### src/rtl/uart_host_ctrl_pkg.sv
`default_nettype none
// ============================================================================
//  Module      : uart_host_ctrl_pkg
//  Description : Shared constants for the UART host controller: register
//                map of the UART core, STATUS bit positions, FSM encoding.
//  Revision    : 1.0 - initial release
// ============================================================================
package uart_host_ctrl_pkg;

    // UART core register map
    localparam logic [1:0] C_ADDR_TX     = 2'd0;
    localparam logic [1:0] C_ADDR_RX     = 2'd1;
    localparam logic [1:0] C_ADDR_STATUS = 2'd2;

    // STATUS register bit positions
    localparam int C_STAT_RX_READY = 0;
    localparam int C_STAT_TX_BUSY  = 1;

    // Controller FSM encoding
    localparam logic [1:0] C_ST_POLL  = 2'd0;
    localparam logic [1:0] C_ST_RX_RD = 2'd1;
    localparam logic [1:0] C_ST_TX_WR = 2'd2;
    localparam logic [1:0] C_ST_ACK   = 2'd3;

    // Register address the bus presents while the FSM sits in a given state
    function automatic logic [1:0] state_bus_addr(input logic [1:0] state);
        logic [1:0] addr;
        case (state)
            C_ST_RX_RD: addr = C_ADDR_RX;
            C_ST_TX_WR: addr = C_ADDR_TX;
            default:    addr = C_ADDR_STATUS;
        endcase
        return addr;
    endfunction

endpackage
`default_nettype wire

### src/rtl/uart_rx_fifo.sv
`default_nettype none
// ============================================================================
//  Module      : uart_rx_fifo
//  Description : Synchronous FIFO with show-ahead read and occupancy output.
//                Pointers carry one extra wrap bit so full and empty are
//                distinguished by the pointer difference alone.
//  Revision    : 1.0 - initial release
// ============================================================================
module uart_rx_fifo #(
    parameter int DEPTH = 16,
    parameter int WIDTH = 8
) (
    input  logic                     clk,
    input  logic                     rstn,
    input  logic                     i_push,
    input  logic [WIDTH-1:0]         i_push_data,
    input  logic                     i_pop,
    output logic [WIDTH-1:0]         o_pop_data,
    output logic                     o_valid,
    output logic                     o_full,
    output logic [$clog2(DEPTH):0]   o_level
);

    localparam int C_AW = $clog2(DEPTH);

    logic [WIDTH-1:0] r_mem [DEPTH];
    logic [C_AW:0]    r_wr_ptr;
    logic [C_AW:0]    r_rd_ptr;
    logic             w_do_push;
    logic             w_do_pop;

    assign o_level    = r_wr_ptr - r_rd_ptr;
    assign o_full     = (o_level == (C_AW + 1)'(DEPTH));
    assign o_valid    = (o_level != '0);
    assign o_pop_data = r_mem[r_rd_ptr[C_AW-1:0]];
    assign w_do_push  = i_push && !o_full;
    assign w_do_pop   = i_pop && o_valid;

    // Storage array; contents need no reset since valid tracks occupancy
    always_ff @(posedge clk) begin
        if (w_do_push) begin
            r_mem[r_wr_ptr[C_AW-1:0]] <= i_push_data;
        end
    end

    // Read/write pointers advance independently; push+pop keeps the level
    always_ff @(posedge clk) begin
        if (!rstn) begin
            r_wr_ptr <= '0;
            r_rd_ptr <= '0;
        end else begin
            if (w_do_push) begin
                r_wr_ptr <= r_wr_ptr + (C_AW + 1)'(1);
            end
            if (w_do_pop) begin
                r_rd_ptr <= r_rd_ptr + (C_AW + 1)'(1);
            end
        end
    end

endmodule
`default_nettype wire

### src/rtl/uart_host_ctrl.sv
`default_nettype none
// ============================================================================
//  Module      : uart_host_ctrl
//  Description : Sole bus master on the UART core register port. Polls
//                STATUS, writes bytes from the TX stream into the core and
//                drains received bytes into a local RX FIFO.
//  Revision    : 1.0 - initial release
// ============================================================================
module uart_host_ctrl #(
    parameter int RX_DEPTH    = 16,
    parameter int ACK_TIMEOUT = 16
) (
    input  logic                        clk,
    input  logic                        rstn,
    input  logic [7:0]                  s_tx_data,
    input  logic                        s_tx_valid,
    output logic                        s_tx_ready,
    output logic [7:0]                  m_rx_data,
    output logic                        m_rx_valid,
    input  logic                        m_rx_ready,
    output logic                        bus_wr,
    output logic [1:0]                  bus_addr,
    output logic [7:0]                  bus_wdata,
    input  logic [7:0]                  bus_rdata,
    input  logic                        bus_ack,
    output logic [$clog2(RX_DEPTH):0]   rx_level,
    output logic                        err_timeout
);

    import uart_host_ctrl_pkg::*;

    localparam int                C_TO_W    = $clog2(ACK_TIMEOUT);
    localparam logic [C_TO_W-1:0] C_TO_LAST = C_TO_W'(ACK_TIMEOUT - 1);

    logic [1:0]        r_state;
    logic [1:0]        w_state_nxt;
    logic              w_timeout;
    logic [C_TO_W-1:0] r_to_cnt;
    logic              r_hold_valid;
    logic [7:0]        r_hold_data;
    logic              w_fifo_full;

    assign s_tx_ready = !r_hold_valid;

    // Next-state decode; RX wins over TX because the core cannot stall RX
    always_comb begin
        w_state_nxt = r_state;
        w_timeout   = 1'b0;
        case (r_state)
            C_ST_POLL: begin
                if (bus_rdata[C_STAT_RX_READY] && !w_fifo_full) begin
                    w_state_nxt = C_ST_RX_RD;
                end else if (r_hold_valid && !bus_rdata[C_STAT_TX_BUSY]) begin
                    w_state_nxt = C_ST_TX_WR;
                end
            end
            C_ST_RX_RD, C_ST_TX_WR: begin
                w_state_nxt = C_ST_ACK;
            end
            C_ST_ACK: begin
                if (bus_ack) begin
                    w_state_nxt = C_ST_POLL;
                end else if (r_to_cnt == C_TO_LAST) begin
                    w_state_nxt = C_ST_POLL;
                    w_timeout   = 1'b1;
                end
            end
            default: begin
                w_state_nxt = C_ST_POLL;
            end
        endcase
    end

    // State, registered bus controls, ack-wait counter and sticky timeout flag
    always_ff @(posedge clk) begin
        if (!rstn) begin
            r_state     <= C_ST_POLL;
            bus_wr      <= 1'b0;
            bus_addr    <= C_ADDR_STATUS;
            r_to_cnt    <= '0;
            err_timeout <= 1'b0;
        end else begin
            r_state  <= w_state_nxt;
            bus_wr   <= (w_state_nxt == C_ST_RX_RD) || (w_state_nxt == C_ST_TX_WR);
            bus_addr <= state_bus_addr(w_state_nxt);
            // Counter is zero on ACK entry and advances once per ACK cycle
            r_to_cnt <= (r_state == C_ST_ACK) ? r_to_cnt + C_TO_W'(1) : '0;
            if (w_timeout) begin
                err_timeout <= 1'b1;
            end
        end
    end

    // TX holding register and write-data latch for the upcoming TX strobe
    always_ff @(posedge clk) begin
        if (!rstn) begin
            r_hold_valid <= 1'b0;
            r_hold_data  <= 8'h00;
            bus_wdata    <= 8'h00;
        end else begin
            if (s_tx_valid && s_tx_ready) begin
                r_hold_valid <= 1'b1;
                r_hold_data  <= s_tx_data;
            end else if (r_state == C_ST_TX_WR) begin
                r_hold_valid <= 1'b0;
            end
            if (w_state_nxt == C_ST_TX_WR) begin
                bus_wdata <= r_hold_data;
            end
        end
    end

    uart_rx_fifo #(
        .DEPTH (RX_DEPTH),
        .WIDTH (8)
    ) u_rx_fifo (
        .clk         (clk),
        .rstn        (rstn),
        .i_push      (r_state == C_ST_RX_RD),
        .i_push_data (bus_rdata),
        .i_pop       (m_rx_ready),
        .o_pop_data  (m_rx_data),
        .o_valid     (m_rx_valid),
        .o_full      (w_fifo_full),
        .o_level     (rx_level)
    );

endmodule
`default_nettype wire

### config.mk
export PLATFORM = sky130hd
export DESIGN_NAME = uart_host_ctrl
export DESIGN_NICKNAME = d
export VERILOG_FILES = /design/src/rtl/uart_host_ctrl_pkg.sv /design/src/rtl/uart_rx_fifo.sv /design/src/rtl/uart_host_ctrl.sv
export SDC_FILE = /design/constraint.sdc
export NUM_CORES = 1
export LEC_CHECK = 0
export BUFFER_PORTS_ARGS = -buffer_cell sky130_fd_sc_hd__buf_2
export CAP_MARGIN = 20
export CORE_MARGIN = 2
export CORE_UTILIZATION = 61
export DETAILED_ROUTE_END_ITERATION = 16
export PLACE_DENSITY = 0.87
export SYNTH_ARGS = -nofsm -noshare
export SYNTH_HDL_FRONTEND = slang
export SYNTH_SLANG_ARGS = --single-unit
### constraint.sdc
create_clock -name clk -period 5.6 [get_ports clk]
set_clock_uncertainty 0.2 [all_clocks]
set_input_delay 0.28 -clock clk [delete_from_list [all_inputs] [get_ports clk]]
set_output_delay 0.28 -clock clk [all_outputs]
set_load 0.005 [all_outputs]
==> flow_summary_export.csv <==
group,metric,value,unit
detailed_routing,dr_total_vias,3871,
power,p_leak,2.82,nW
timing,min_period_over_period,0.695,
critical_path,cp_max_fo,14,
final_layout,drive_gt1_frac,0.258,
placed_design,place.gp.congestion,0.877,
timing,setup_viol,0,
synth,ys.flop_type,"edfxtp_1",
clock_tree,clk_pin_slew,0.07,ns
synth,ys_warn_count,0,
grt,grt_pass1_wl,22000,um
floorplan,fp.coreArea,0.0109,mm^2
detailed_routing,ant_nets,0,
clock_tree,hold_buffers,20,
floorplan,io_pins,48,
timing,tns,0,ns
detailed_routing,drt_iter0_markers,394,
grt,first_global_vias,3972,
synth,netlist_instances,406,
clock_tree,root_buffer,"clkbuf_8",
final_layout,num_antenna_cells,0,
timing,worstMarginPinSlew,1.02,ns
detailed_routing,wl_per_cell,22.6,um
final_layout,stdcell_count,632,
floorplan,row_count,38,
clock_tree,clock_path_buffers,2,
synth,synth_cell_type_count,37,
critical_path,cp-start-kind,"register",
placed_design,port_buffers,47,
clock_tree,post-cts-setup-buffers,0,
outcome,outcome,"finished clean",
power,max-vdd-ir-drop,0.346,mV
floorplan,fp.dieH,110,um
critical_path,path_class,"reg -> reg",
placed_design,detailed_place_hpwl,8710,um
synth,synth_seq_cells,169,
clock_tree,post_cts_resized,0,
synth,syn_area_per_cell,16.8,um^2
critical_path,timing.critical_path.cells,"inv_1 -> ha_1 -> fa_1 -> nand2b_1 -> a21oi_1 -> xor2_2 -> inv_2 -> a21boi_1 -> and3_1",
synth,async_flop_share,0,
detailed_routing,drc,0,
critical_path,cp.required,5.58,ns
synth,syn_area,0.00683,mm^2
worst_hold_path,hold_path.class,"reg -> reg",
critical_path,slowest_stage,"a21boi_1",
floorplan,initial_core_util,0.627,
timing,relSlewSlack,0.317,
synth,yosysSeqAreaShare,0.683,
placed_design,preCtsSetupSlack,1.80,ns
clock_tree,cts_buffers,17,
clock_tree,clock-sinks,169,
timing,setup_ws,1.71,ns
clock_tree,clk-insertion-delay-late,0.52,ns
grt,grt_max_degree,33,
timing,holdWs,0.257,ns
clock_tree,cts_tree,"yes",
placed_design,dp_cells,579,
final_layout,nets,517,
clock_tree,htreeDepth,4,
synth,synth_edf_count,128,
timing,fin_crit,3.89,ns
power,power_density,451,mW/mm^2
final_layout,area.growth.synth_to_final,16.5,%
critical_path,cp-end-kind,"register",
detailed_routing,wl,14300,um
timing,grt_setup_unrepaired,"no",
critical_path,arrival,3.87,ns
grt,gr-total-overflow,0,
timing,finalHoldViolations,0,
grt,antenna_found_initial,0,
synth,synth_nets,444,
floorplan,die_area,0.0121,mm^2
timing,fmax,257,MHz
detailed_routing,drt-vias-per-instance,6.13,
timing,drv_slew,0,
critical_path,cp_slowest_stage_delay,0.79,ns
detailed_routing,dr.pass1.iters,6,
floorplan,die_w,110,um
run,drv_cap,0,
grt,grt_usage,0.260,
==> stage by stage <==
stage	power, W	utilization	area, um^2
global placement	0.00245	0.660	7190
detailed placement	0.00249	0.660	7190
global route	0.00374	0.730	7950
CTS	0.00359	0.729	7940
floorplan	0.00219	-	6830
finish	0.00358	0.730	7950
==> layer usage <==
metal	vias to the layer above	global-route usage	wire, um
met5	-	0	0
met4	0	0.0922	299
met3	23	0.0646	1160
met2	178	0.422	7340
met1	1967	0.344	5470
li1	1703	-	-
==> cell usage after synthesis, types with 2 or more instances <==
master    number  area (um^2)
a211o_1        2         17.5
a211oi_1       3         22.5
a21boi_1       3         22.5
a21oi_1       16         80.1
and2_1         5         31.3
and3_1        13         81.3
buf_1          3         11.3
buf_2          4         20.0
clkbuf_1       9         33.8
dfxtp_1       41          821
edfxtp_1     128         3840
ha_1          16          200
inv_1         12         45.0
mux2i_1       19          190
mux4_2        40          901
nand2_1       37          139
nand2b_1       9         56.3
nand3_1        4         20.0
nand4_1        2         12.5
nor2_1        16         60.1
nor2b_1        4         25.0
o21a_1         2         15.0
xnor2_1        2         17.5
xor2_1         3         26.3
==> where the power goes <==
part / switching (W) / total [W] / leakage, nW / internal [W]
combinational: 0.000544 / 0.00101 / 1.07 / 0.000468
clock: 0.000490 / 0.00109 / 0.263 / 0.000598
sequential: 0.0000480 / 0.00148 / 1.49 / 0.00143
==> final timing paths <==
path / depth (start not counted) / start / to / slack (ns)
max: 9 / u_rx_fifo.r_wr_ptr[0] / u_rx_fifo.r_mem[2][2] / 1.71
min: 1 / r_to_cnt[0] / r_to_cnt[0] / 0.26
max reg2reg: 9 / u_rx_fifo.r_wr_ptr[0] / u_rx_fifo.r_mem[2][2] / 1.71
min reg2reg: 1 / r_to_cnt[0] / r_to_cnt[0] / 0.26
==> placed cells by master, fill, tap and decap left out, types with 19 or more instances in the layout <==
cell type	netlist	final
buf_2	4	47
dlygate4sd3_1	0	20
nand2_1	37	37
mux4_2	40	40
mux2i_1	19	19
dfxtp_1	41	40
edfxtp_1	128	128
==> worst max-delay path: cells and delay by family, from the launching register on <==
family,cells,cell delay [ns]
and+or+nand+nor,2,0.73
buffers and inverters,2,0.25
xor gates and xnor gates,1,0.31
AOI/OAI and AO/OA,2,1.02
adders and majority gates,2,0.62
DFF,1,0.41
==> cell families (layout without fill, tap and decap cells) <==
family          Yosys count  count (layout)  synth area share
xor+xnor                  6               6           0.00880
mux                      59              59             0.160
fa+ha+maj                17              17            0.0323
buf+inv                  30             116            0.0172
compound gates           33              33            0.0341
simple gates             92              92            0.0643
flops                   169             169             0.683
==> final cells by class <==
type / count / area, um^2
flip-flops and latches: 169 / 4670
fillers: 623 / 2940
multi-input cells: 207 / 2040
repair buffers: 70 / 458
clock buffers: 17 / 414
well taps: 140 / 175
clock inverters: 15 / 140
inverters: 14 / 52.6
==> registers in the layout (all words and copies together), names as in the netlist, named ones only <==
name                count
bus_addr                2
bus_wdata               8
bus_wr                  1
err_timeout             1
r_hold_data             8
r_hold_valid            1
r_state                 2
r_to_cnt                4
u_rx_fifo.r_mem       128
u_rx_fifo.r_rd_ptr      5
u_rx_fifo.r_wr_ptr      5
Power figures use the tool's default switching activity.
